**src/rtl/arith_pkg.sv**
```systemverilog
// rtl/arith_pkg.sv - shared types, mode codes and round-robin pick for the arithmetic scheduler
package arith_pkg;

  localparam logic [1:0] MODE_M1 = 2'd0;
  localparam logic [1:0] MODE_M2 = 2'd1;
  localparam logic [1:0] MODE_M3 = 2'd2;
  localparam logic [1:0] MODE_M4 = 2'd3;

  typedef enum logic [1:0] {
    IDLE = 2'd0,
    EXEC = 2'd1,
    RESP = 2'd2
  } state_t;

  typedef struct packed {
    logic [3:0] a;
    logic [3:0] b;
    logic [3:0] c;
    logic [3:0] d;
    logic [3:0] e;
    logic [1:0] mode;
  } operand_t;

  // Returns {found, index}: first set bit of valid at or after ptr, wrapping modulo n (n <= 8).
  function automatic logic [3:0] rr_pick(input logic [7:0] valid, input logic [2:0] ptr,
                                         input int n);
    logic [3:0] res;
    int         idx;
    res = 4'b0;
    for (int k = 7; k >= 0; k--) begin
      idx = (int'(ptr) + k) % n;
      if (k < n && valid[idx[2:0]]) res = {1'b1, idx[2:0]};
    end
    return res;
  endfunction

endpackage

```
**src/rtl/arith_core.sv**
```systemverilog
// rtl/arith_core.sv - combinational 4-bit multi-mode arithmetic datapath, 8-bit results
module arith_core
  import arith_pkg::*;
(
  input  logic [3:0] a,
  input  logic [3:0] b,
  input  logic [3:0] c,
  input  logic [3:0] d,
  input  logic [3:0] e,
  input  logic [1:0] mode,
  output logic [7:0] y
);

  logic [7:0] za, zb, zc, zd, ze;
  logic [7:0] m1, m2, m3, m4;

  assign za = {4'b0, a};
  assign zb = {4'b0, b};
  assign zc = {4'b0, c};
  assign zd = {4'b0, d};
  assign ze = {4'b0, e};

  // Every intermediate is held at 8 bits so results wrap modulo 256.
  assign m1 = (za + zb) * (zc + zd);
  assign m2 = za * zc + zb * zd;
  assign m3 = ((za ^ zb) + zd) * (ze & 8'h02);
  assign m4 = (m1 + m2) ^ (m3 >> 2);

  always_comb begin
    y = m1;
    case (mode)
      MODE_M1: y = m1;
      MODE_M2: y = m2;
      MODE_M3: y = m3;
      MODE_M4: y = m4;
      default: y = m1;
    endcase
  end

endmodule

```
**src/rtl/arith_sched.sv**
```systemverilog
// rtl/arith_sched.sv - round-robin scheduler sharing one arith_core among NREQ requesters
module arith_sched
  import arith_pkg::*;
#(
  parameter int NREQ = 4,
  parameter int IDW  = $clog2(NREQ)
) (
  input  logic              clk,
  input  logic              rst_n,
  input  logic [NREQ-1:0]   req_valid,
  output logic [NREQ-1:0]   req_ready,
  input  logic [4*NREQ-1:0] req_a,
  input  logic [4*NREQ-1:0] req_b,
  input  logic [4*NREQ-1:0] req_c,
  input  logic [4*NREQ-1:0] req_d,
  input  logic [4*NREQ-1:0] req_e,
  input  logic [2*NREQ-1:0] req_mode,
  output logic              rsp_valid,
  input  logic              rsp_ready,
  output logic [7:0]        rsp_data,
  output logic [IDW-1:0]    rsp_id,
  output logic              busy
);

  state_t         state, state_nxt;
  logic [IDW-1:0] rr_ptr, next_ptr, arb_ptr, grant_id, lat_id;
  operand_t       lat_op;
  logic [3:0]     pick;
  logic           can_accept, grant;
  logic [7:0]     core_y;

  // In RESP the handshake's pointer update is applied combinationally so re-arbitration
  // in the same cycle already sees it.
  assign next_ptr   = (rsp_id == IDW'(NREQ - 1)) ? '0 : rsp_id + 1'b1;
  assign arb_ptr    = (state == RESP) ? next_ptr : rr_ptr;
  assign pick       = rr_pick(8'(req_valid), 3'(arb_ptr), NREQ);
  assign grant_id   = IDW'(pick[2:0]);
  assign can_accept = rst_n && ((state == IDLE) || (state == RESP && rsp_ready));
  assign grant      = can_accept && pick[3];

  always_ff @(posedge clk or negedge rst_n) begin
    if (!rst_n) state <= IDLE;
    else        state <= state_nxt;
  end

  always_comb begin
    state_nxt = state;
    case (state)
      IDLE:    if (grant) state_nxt = EXEC;
      EXEC:    state_nxt = RESP;
      RESP:    if (rsp_ready) state_nxt = grant ? EXEC : IDLE;
      default: state_nxt = IDLE;
    endcase
  end

  always_comb begin
    req_ready = '0;
    if (grant) req_ready[grant_id] = 1'b1;
    busy = (state != IDLE);
  end

  always_ff @(posedge clk or negedge rst_n) begin
    if (!rst_n) begin
      rr_ptr    <= '0;
      lat_op    <= '0;
      lat_id    <= '0;
      rsp_valid <= 1'b0;
      rsp_data  <= 8'h00;
      rsp_id    <= '0;
    end else begin
      if (state == RESP && rsp_ready) begin
        rsp_valid <= 1'b0;
        rr_ptr    <= next_ptr;
      end
      if (grant) begin
        lat_op.a    <= req_a[{grant_id, 2'b00} +: 4];
        lat_op.b    <= req_b[{grant_id, 2'b00} +: 4];
        lat_op.c    <= req_c[{grant_id, 2'b00} +: 4];
        lat_op.d    <= req_d[{grant_id, 2'b00} +: 4];
        lat_op.e    <= req_e[{grant_id, 2'b00} +: 4];
        lat_op.mode <= req_mode[{grant_id, 1'b0} +: 2];
        lat_id      <= grant_id;
      end
      if (state == EXEC) begin
        rsp_data  <= core_y;
        rsp_id    <= lat_id;
        rsp_valid <= 1'b1;
      end
    end
  end

  arith_core u_core (
    .a    (lat_op.a),
    .b    (lat_op.b),
    .c    (lat_op.c),
    .d    (lat_op.d),
    .e    (lat_op.e),
    .mode (lat_op.mode),
    .y    (core_y)
  );

endmodule

```
**config.mk**
```make
export PLATFORM = sky130hd
export DESIGN_NAME = arith_sched
export DESIGN_NICKNAME = d
export VERILOG_FILES = /design/src/rtl/arith_pkg.sv /design/src/rtl/arith_core.sv /design/src/rtl/arith_sched.sv
export SDC_FILE = /design/constraint.sdc
export NUM_CORES = 1
export LEC_CHECK = 0
export ABC_CLOCK_PERIOD_IN_PS = 7100
export CORE_MARGIN = 2
export CORE_UTILIZATION = 51
export CTS_CLUSTER_DIAMETER = 200
export DETAILED_ROUTE_END_ITERATION = 6
export PLACE_DENSITY = 0.82
export SKIP_CTS_REPAIR_TIMING = 1
export SLEW_MARGIN = 20
export SYNTH_ARGS = -nofsm -noshare
export SYNTH_HDL_FRONTEND = slang
export SYNTH_SLANG_ARGS = --single-unit
```
**constraint.sdc**
```tcl
create_clock -name clk -period 7.1 [get_ports clk]
set_clock_uncertainty 0.15 [all_clocks]
set_input_delay 1.42 -clock clk [delete_from_list [all_inputs] [get_ports clk]]
set_output_delay 1.42 -clock clk [all_outputs]
set_load 0.02 [all_outputs]
```
; ---- Word-level counts from Yosys, hierarchy flattened
; Index checks and enable logic that the tools add are counted.
[word_totals]
inputBits = 95
out_inout_bits = 16
ff_bits = 37
[classes]
reduce_logical = 13
add_sub_neg = 9
n_mux = 24
n_eq_ne = 8
n_bitwise = 5
shifts = 6
mul = 4
order_cmp = 6
[op_table]
columns = op, count
row1 = $shiftx 16x5->4, 4
row2 = $pmux 8 s4, 1
row3 = $mux 4, 5
row4 = $add 8x8->8, 2
row5 = $mul 4x4->8, 2
row6 = $shiftx 16x5->2, 1
row7 = $lt 3x4->1 const B, 3
row8 = $add 4x4->5, 2
row9 = $bmux 1 s3, 3
row10 = $add 8x4->8, 1
row11 = $eq 2x2->1 const B, 4
row12 = $mul 8x1->7, 1
row13 = $mul 8x8->8, 1
row14 = $mux 1, 8
row15 = $mux 2, 4
row16 = $shiftx 8x4->2, 1
row17 = $xor 8x6->8, 1
row18 = $pmux 2 s3, 1
row19 = $reduce_or 2->1, 3
row20 = $add 2x1->2 const B, 2
row21 = $add 2x2->2 const B, 2
row22 = $eq 2x1->1 const B, 2
row23 = $logic_and 1x1->1, 4
row24 = $logic_not 2->1, 2
row25 = 11 further kinds, 15

; ---- Logic depth before layout (Yosys ltp)
; Gate-level depths: netlist of the first run.
[depth]
depth_word = 17
depth_mapped = 20
mapped_depth_nobuf = 20

; ---- Hierarchy
; Synthesis of the first run repeated with hierarchy kept, for this count alone.
[unflattened]
cells_unflattened = 473
hier_area_um2 = 4652.0
[modules_own_cells]
columns = module, n_inst, seq_area_each_um2, cells_each, area_per_inst_um2
row1 = arith_core, 1, 0.0, 281, 2489.9
row2 = arith_sched, 1, 975.9, 192, 2162.1

; ---- Worst setup path before layout of the first run
; OpenSTA, ideal clock, no wires.
[synth_path]
kind = register to register
startpoint = register, netlist name lat_op[7]
endpoint = register rsp_data[7]
synth_period_minus_slack_ps = 5020
t_arrival_ps = 4738
required_time_ps = 6817
setup_slack_ps = 2080
setup_time_ps = 133
path_stages_with_launch = 20
cell_sequence = dfrtp_1 ha_1 a211oi_1 o21bai_1 o21a_1 nand2_1 fa_1 fa_1 fa_1 inv_1 ha_1 xor2_1 ha_1 inv_1 nor2_1 a2111oi_0 nor3_1 and3b_1 mux2i_1 o211ai_1
[synth_between]
elab_chain_len = 5
word_cells_on_any_way = 9
classes_between = 4 x add/sub / 3 x mul / 1 x mux / 1 x bitwise
[synth_rtl]
columns = item, line_no
row1 = $add 4x4->5 / $mul 4x4->8 (equally long branches), "arith_core.sv:24, arith_core.sv:25"
row2 = $mul 8x8->8 / $add 8x8->8 (equally long branches), "arith_core.sv:24, arith_core.sv:25"
row3 = $add 8x8->8, arith_core.sv:27  ; assign m4 = (m1 + m2) ^ (m3 >> 2);
row4 = $xor 8x6->8, arith_core.sv:27
row5 = $pmux 8 s4 *, arith_core.sv:31  ; case (mode)
row6 = "end signal, assigned", arith_sched.sv:85  ; rsp_data <= core_y;
row7 = "end, declared", arith_sched.sv:20  ; output logic [7:0] rsp_data,
; Mark *: on every way between the ends. The rest lies on a longest branch, timed or not.
; A chain may end at the register's enable or synchronous reset.

; ---- Final worst setup path of the first run
[layout_path]
startpoint = register, netlist name lat_op[14]
endpoint = register rsp_data[7]
[layout_between]
elab_chain_len = 5
word_cells_on_any_way = 10
classes_between = 4 x add/sub / 3 x mul / 1 x mux / 2 x bitwise
[layout_rtl]
columns = item, line_no
row1 = $add 4x4->5 / $mul 4x4->8 (equally long branches), "arith_core.sv:24, arith_core.sv:25"
row2 = $mul 8x8->8 / $add 8x8->8 (equally long branches), "arith_core.sv:24, arith_core.sv:25"
row3 = $add 8x8->8, arith_core.sv:27
row4 = $xor 8x6->8, arith_core.sv:27
row5 = $pmux 8 s4 *, arith_core.sv:31
; Marks and branches as above.

==> out/summary.txt, run 1 <==
Num ports: 111
Post-synthesis cell count: 480
Critical path data required time: 7.16 ns
Synthesized Nets: 657
Ys Warns: 0
Antenna violations before repair: 0
Setup tns final: 0 ns
Final worst-path cycle share: 79.6%
Grt ovf: 0
DRT iter0 DRCs: 194
Main synth FF type: dfrtp_1
Largest net degree at the start of global routing: 38
Max-cap viol count: 0
Num CTS Buffers: 5
Placed cell area: 5620 um2
Highest Clock Rate: 177 MHz
Post-synthesis sequential area ratio: 19.7%
RSZ-0062 raised after global routing: no
Post-synthesis compound-gate area fraction: 13.8%
Area contributors post-synth: dfrtp_1, ha_1, fa_1
Die area: 9750 um2
Nets: 751
Core Region: 8720 um2
TritonRoute pass-1 iters: 4
CP Class: register to register
XOR/XNOR Fraction of Synth Area: 5.47%
Average wire per standard cell: 15.9 um
Largest family of logic cells by synthesized area: adder cells
Vias in the first global route: 4098
Clk sinks: 36
Worst hold path type: register to register
Status: complete, no violations
Synth async-reset ratio: 100%
Seq cells post-synth: 36
Worst Path Arrival: 5.72 ns
Total Wirelength: 10900 um
Post-synth EDFFs: 0
DRC Markers: 0
Clk buf depth: 2
DIE WIDTH: 98.7 um
Area share of fa/ha/maj cells after synthesis: 27.3%
Worst Tran Pin Value: 0.665 ns
Vias/cell: 5.62
Chip Height: 98.7 um
Count of input and output buffers: 98
Routed Antenna Nets: 0
Post-synthesis simple-gate area fraction: 15.1%
Fin. Hold Viols: 0
Top-area cell type share of the netlist area: 19.7%
Setup violations, final: 0
GP Congestion: 0.858
Post-synth top cells: ha_1, inv_1, and2_1, nand2_1, dfrtp_1
CTS tree: yes
Tmin final: 5.65 ns
Diodes inserted: 0
Hold depth: 2
Root Driver: clkbuf_8
Largest area contributor in the netlist: dfrtp_1
Clk slew on worst S/H paths: 0.08 ns
Starting Density: 52.5%
Final Cell Area: 5740 um2
Std-Cell Rows: 34
Fillers: 686
Syn avg cell area: 9.54 um2
Total GRT Usage: 23.4%
Multiplexer share of the synthesized area: 12.4%
Synth cell types: 48
FF-to-FF path depth: 18
Max FO, Critical Path: 6
First-pass GRT wire length: 18600 um
Post-DP HPWL: 9050 um
Layout cell share with drive strength beyond 1: 6.09%
Worst Setup End Kind: register
Clk_lat worst skew: 0.29 ns
CP Launch Type: register
Worst Slack Setup Final: 1.45 ns
Slew margin rel.: 55.6%
Area growth, synth to finish: 25.3%
Synthesized area: 4580 um2
Place WS: 1.47 ns
Routed via count: 3837
Htree depth: 2
Final max-slew violation count: 0
==> critical path, cell delays in order, from the launching register on <==
cell and delay [ns]:
dfrtp_1 0.47, ha_1 0.26, fa_1 0.40, xor2_1 0.41, nand2_1 0.14, fa_1 0.48
fa_1 0.52, fa_1 0.55, inv_1 0.05, ha_1 0.34, xor2_1 0.24, ha_1 0.29
inv_1 0.08, nor2_1 0.06, a2111oi_0 0.43, nor3_1 0.18, nor3b_1 0.30, mux2i_1 0.13
o211ai_1 0.09
==> layer usage <==
layer | routed length [um] | GRT usage, % | vias up
li1 | - | - | 1848
met1 | 4650 | 30.5 | 1859
met2 | 5580 | 41.0 | 117
met3 | 524 | 3.33 | 13
met4 | 139 | 6.11 | 0
met5 | 0 | 0 | -
==> area by class of cell <==
| type | count | area (um2) | area share [%] |
|---|---|---|---|
| Timing Repair Buffer | 101 | 1000 | 17.5 |
| Multi-Input combinational cell | 378 | 3390 | 59.1 |
| Inverter | 52 | 195 | 3.40 |
| Tap cell | 108 | 135 | 2.36 |
| Sequential cell | 36 | 901 | 15.7 |
| Clock buffer | 5 | 68.8 | 1.20 |
| Clock inverter | 3 | 42.5 | 0.742 |
==> cells in the final DEF (no fill, tap or decap), drive strengths merged, types with 9 or more instances in the layout <==
| cell | Yosys | final |
|---|---|---|
| clkdlybuf4s50 | 0 | 98 |
| inv | 52 | 52 |
| ha | 52 | 52 |
| and2 | 43 | 43 |
| nand2 | 40 | 40 |
| dfrtp | 36 | 36 |
| fa | 30 | 30 |
| nor2 | 27 | 27 |
| mux2 | 25 | 25 |
| mux2i | 21 | 21 |
| a21oi | 17 | 17 |
| a221o | 16 | 16 |
| o21ai | 14 | 14 |
| xnor2 | 14 | 14 |
| xor2 | 12 | 12 |
| a21o | 9 | 9 |
==> registers in the layout, summed over array words and instances (netlist names) <==
register	count
lat_op	19
rr_ptr	2
rsp_valid	1
rsp_id	2
state	2
rsp_data	8
lat_id	2
==> metrics by stage <==
step / utilization, % / instances / hold WS [ns]
final: 65.8 / 683 / 0.333
after global routing: 65.8 / 683 / 0.365
after CTS: 65.8 / 683 / 0.330
after detailed placement: 64.5 / 675 / 0.311
after global placement: 64.5 / 675 / 0.301
after floorplan: - / 480 / 0.289
==> kinds of logic after synthesis <==
group,count (synthesis)
muxes,49
and+or+nand+nor,136
adders and majority gates,82
DFF,36
buffers and inverters,66
AOI/OAI and AO/OA,84
xor gates and xnor gates,27
==> worst paths after layout <==
path | startpoint | end | slack (ns)
worst max-delay path | lat_op[14]$_DFFE_PN0P_ | rsp_data[7]$_DFFE_PN0P_ | 1.45
worst min-delay path | lat_id[0]$_DFFE_PN0P_ | rsp_id[0]$_DFFE_PN0P_ | 0.33
worst max register to register | lat_op[14]$_DFFE_PN0P_ | rsp_data[7]$_DFFE_PN0P_ | 1.45
worst min register to register | lat_id[0]$_DFFE_PN0P_ | rsp_id[0]$_DFFE_PN0P_ | 0.33
max in group asynchronous | rst_n | lat_op[9]$_DFFE_PN0P_ | 5.07
min in group asynchronous | rst_n | rsp_data[5]$_DFFE_PN0P_ | 1.39
Power of run 1 is not shown: default switching activity piles up to over one toggle a cycle in this logic, so the estimate is an artifact.
==> inputs of run 2 (changes only) <==
--- a/config.mk
+++ b/config.mk
@@ -5,7 +5,7 @@
 export SDC_FILE = /design/constraint.sdc
 export NUM_CORES = 1
 export LEC_CHECK = 0
-export ABC_CLOCK_PERIOD_IN_PS = 7100
+export ABC_CLOCK_PERIOD_IN_PS = 5400
 export CORE_MARGIN = 2
 export CORE_UTILIZATION = 51
 export CTS_CLUSTER_DIAMETER = 200
==> constraint.sdc (replaced) <==
create_clock -name clk -period 5.4 [get_ports clk]
set_clock_uncertainty 0.15 [all_clocks]
set_input_delay 1.08 -clock clk [delete_from_list [all_inputs] [get_ports clk]]
set_output_delay 1.08 -clock clk [all_outputs]
set_load 0.02 [all_outputs]
==> out/summary.txt, run 2 (same netlist as run 1, synthesis figures left out) <==
Status: complete, no violations
Worst Tran Pin Value: 0.707 ns (+0.0420 ns)
Final max-slew violation count: 0 (unchanged)
Clk_lat worst skew: 0.29 ns (about the same)
R2R setup slack: 0.15 ns (-1.30 ns)
Total GRT Usage: 24.3% (+0.96 points)
Worst Setup End Kind: register
Slowest stage delay, CP: 0.54 ns (about the same)
Hold path start: lat_id[0]$_DFFE_PN0P_
Routed Antenna Nets: 0 (unchanged)
R2R Path End: rsp_data[5]$_DFFE_PN0P_
Top flop regs: lat_op: 19 flops, rsp_data: 8 flops
Antenna violations before repair: 0 (unchanged)
Critical path data required time: 5.47 ns (-1.69 ns)
Crit path depth: 18 (unchanged)
Worst hold path type: register to register
Diodes inserted: 0 (unchanged)
Final worst-path cycle share: 97.3% (+18 points)
Num CTS Buffers: 5 (unchanged)
FF-to-FF path depth: 18 (unchanged)
Chip Height: 98.7 um (unchanged)
Max-cap viol count: 0 (unchanged)
Count of input and output buffers: 98 (unchanged)
Max FO, Critical Path: 6 (unchanged)
Critical path's slowest cell: fa_1
DRC Markers: 0 (unchanged)
Worst Path Buf+Inv: 5 (+3)
Highest Clock Rate: 190 MHz (+7.6%)
Worst Slack Setup Final: 0.145 ns (-1.30 ns)
Clk buf depth: 2 (unchanged)
Core Region: 8720 um2 (unchanged)
Fin. Hold Viols: 0 (unchanged)
Place WS: -0.0184 ns (-1.49 ns)
DRT iter0 DRCs: 129 (-34%)
Setup violations, final: 0 (unchanged)
Num ports: 111 (unchanged)
Clk slew on worst S/H paths: 0.08 ns (about the same)
Most frequent cells in the layout: clkdlybuf4s50_1, inv_1, ha_1
Die area: 9750 um2 (unchanged)
Largest net degree at the start of global routing: 37 (-2.6%)
Average wire per standard cell: 16.5 um (+3.2%)
Util after Layout: 68.2% (+2.5 points)
Delay-heaviest family, CP: adder cells
Setup tns final: 0 ns (unchanged)
Worst Path Arrival: 5.32 ns (-0.40 ns)
CP Class: register to register
Clk sinks: 36 (unchanged)
DIE WIDTH: 98.7 um (unchanged)
Max FFs per register: 19 (unchanged)
CP Launch Type: register
Crit path capture: rsp_data[5]$_DFFE_PN0P_
Nets: 766 (+2.0%)
Total Wirelength: 11500 um (+5.5%)
GP Congestion: 0.900 (+4.9%)
Vias/cell: 5.56 (-0.95%)
Tmin final: 5.25 ns (-0.398 ns)
CTS tree: yes
Non-Filler Instances: 698 (+2.2%)
Root Driver: clkbuf_8
Worst reg2reg path startpoint: lat_op[15]$_DFFE_PN0P_
Biggest register: lat_op
Slew margin rel.: 52.8% (-2.8 points)
Std-Cell Rows: 34 (unchanged)
TritonRoute pass-1 iters: 4 (unchanged)
Vias in the first global route: 4194 (+2.3%)
Layout cell share with drive strength beyond 1: 12.4% (+6.3 points)
Cells after DPL: 687 (+1.8%)
Fillers: 667 (-2.8%)
Crit path cell chain: and2_1, fa_1, inv_1, fa_1, inv_1, fa_1, inv_1, fa_1, inv_1, ha_1, xor2_2, ha_1, inv_1, nor2_2, a21oi_1, xor2_1, mux4_2, o21ai_2
CP most frequent cell: inv_1
Htree depth: 2 (unchanged)
Post-DP HPWL: 9600 um (+6.1%)
Routed via count: 3884 (+1.2%)
RSZ-0062 raised after global routing: yes
Most common cell after layout, fill and taps aside: clkdlybuf4s50_1
Grt ovf: 0 (unchanged)
Starting Density: 52.5% (unchanged)
Area growth, synth to finish: 30.0%
Crit path from: lat_op[15]$_DFFE_PN0P_
First-pass GRT wire length: 19200 um (+3.1%)
-- run 2: changes by cell type in the layout (fill, tap and decap cells not counted), sizes merged --
cell,change
buf,+15
clkbuf,+2
bufinv,-1
clkinv,-1
-- run 2: area by class of cell --
cell class	instances	area [um2]	share of cell area, %
well taps	108	135	2.27
multi-input cells	378	3510	58.9
inverters	52	195	3.28
clock buffers	7	86.3	1.45
repair buffers	116	1120	18.8
flip-flops and latches	36	905	15.2
clock inverters	1	7.51	0.126
-- run 2: worst min-delay path by stage --
stage / end / slack (ns) / depth (start not counted)
after floorplan: rsp_id[0]$_DFFE_PN0P_ / 0.29 / 2
after global placement: rsp_id[1]$_DFFE_PN0P_ / 0.30 / 2
after detailed placement: lat_id[0]$_DFFE_PN0P_ / 0.32 / 2
after CTS: rsp_id[1]$_DFFE_PN0P_ / 0.33 / 2
after global routing: rsp_id[1]$_DFFE_PN0P_ / 0.36 / 2
final: lat_id[0]$_DFFE_PN0P_ / 0.33 / 2
-- run 2: worst reg2reg max path, cell delays in order, from the launching register on --
cell	delay [ns]
dfrtp_2	0.46
and2_1	0.20
fa_1	0.54
inv_1	0.05
fa_1	0.53
inv_1	0.06
fa_1	0.53
inv_1	0.06
fa_1	0.53
inv_1	0.04
ha_1	0.37
xor2_2	0.21
ha_1	0.31
inv_1	0.07
nor2_2	0.18
a21oi_1	0.11
xor2_1	0.14
mux4_2	0.50
o21ai_2	0.13
-- run 2: per-layer routing --
layer / share of wire [%] / track usage (%)
met1: 44 / 31.3
met2: 49 / 42.6
met3: 4.3 / 3.76
met4: 2.5 / 7.06
met5: 0 / 0
-- run 2: metrics by stage --
stage | hold WS [ns] | cell area, um2
after floorplan | 0.289 | 4580
after global placement | 0.304 | 5710
after detailed placement | 0.315 | 5710
after CTS | 0.332 | 5810
after global routing | 0.360 | 5950
final | 0.331 | 5950
Power of run 2 is left out for the same reason.
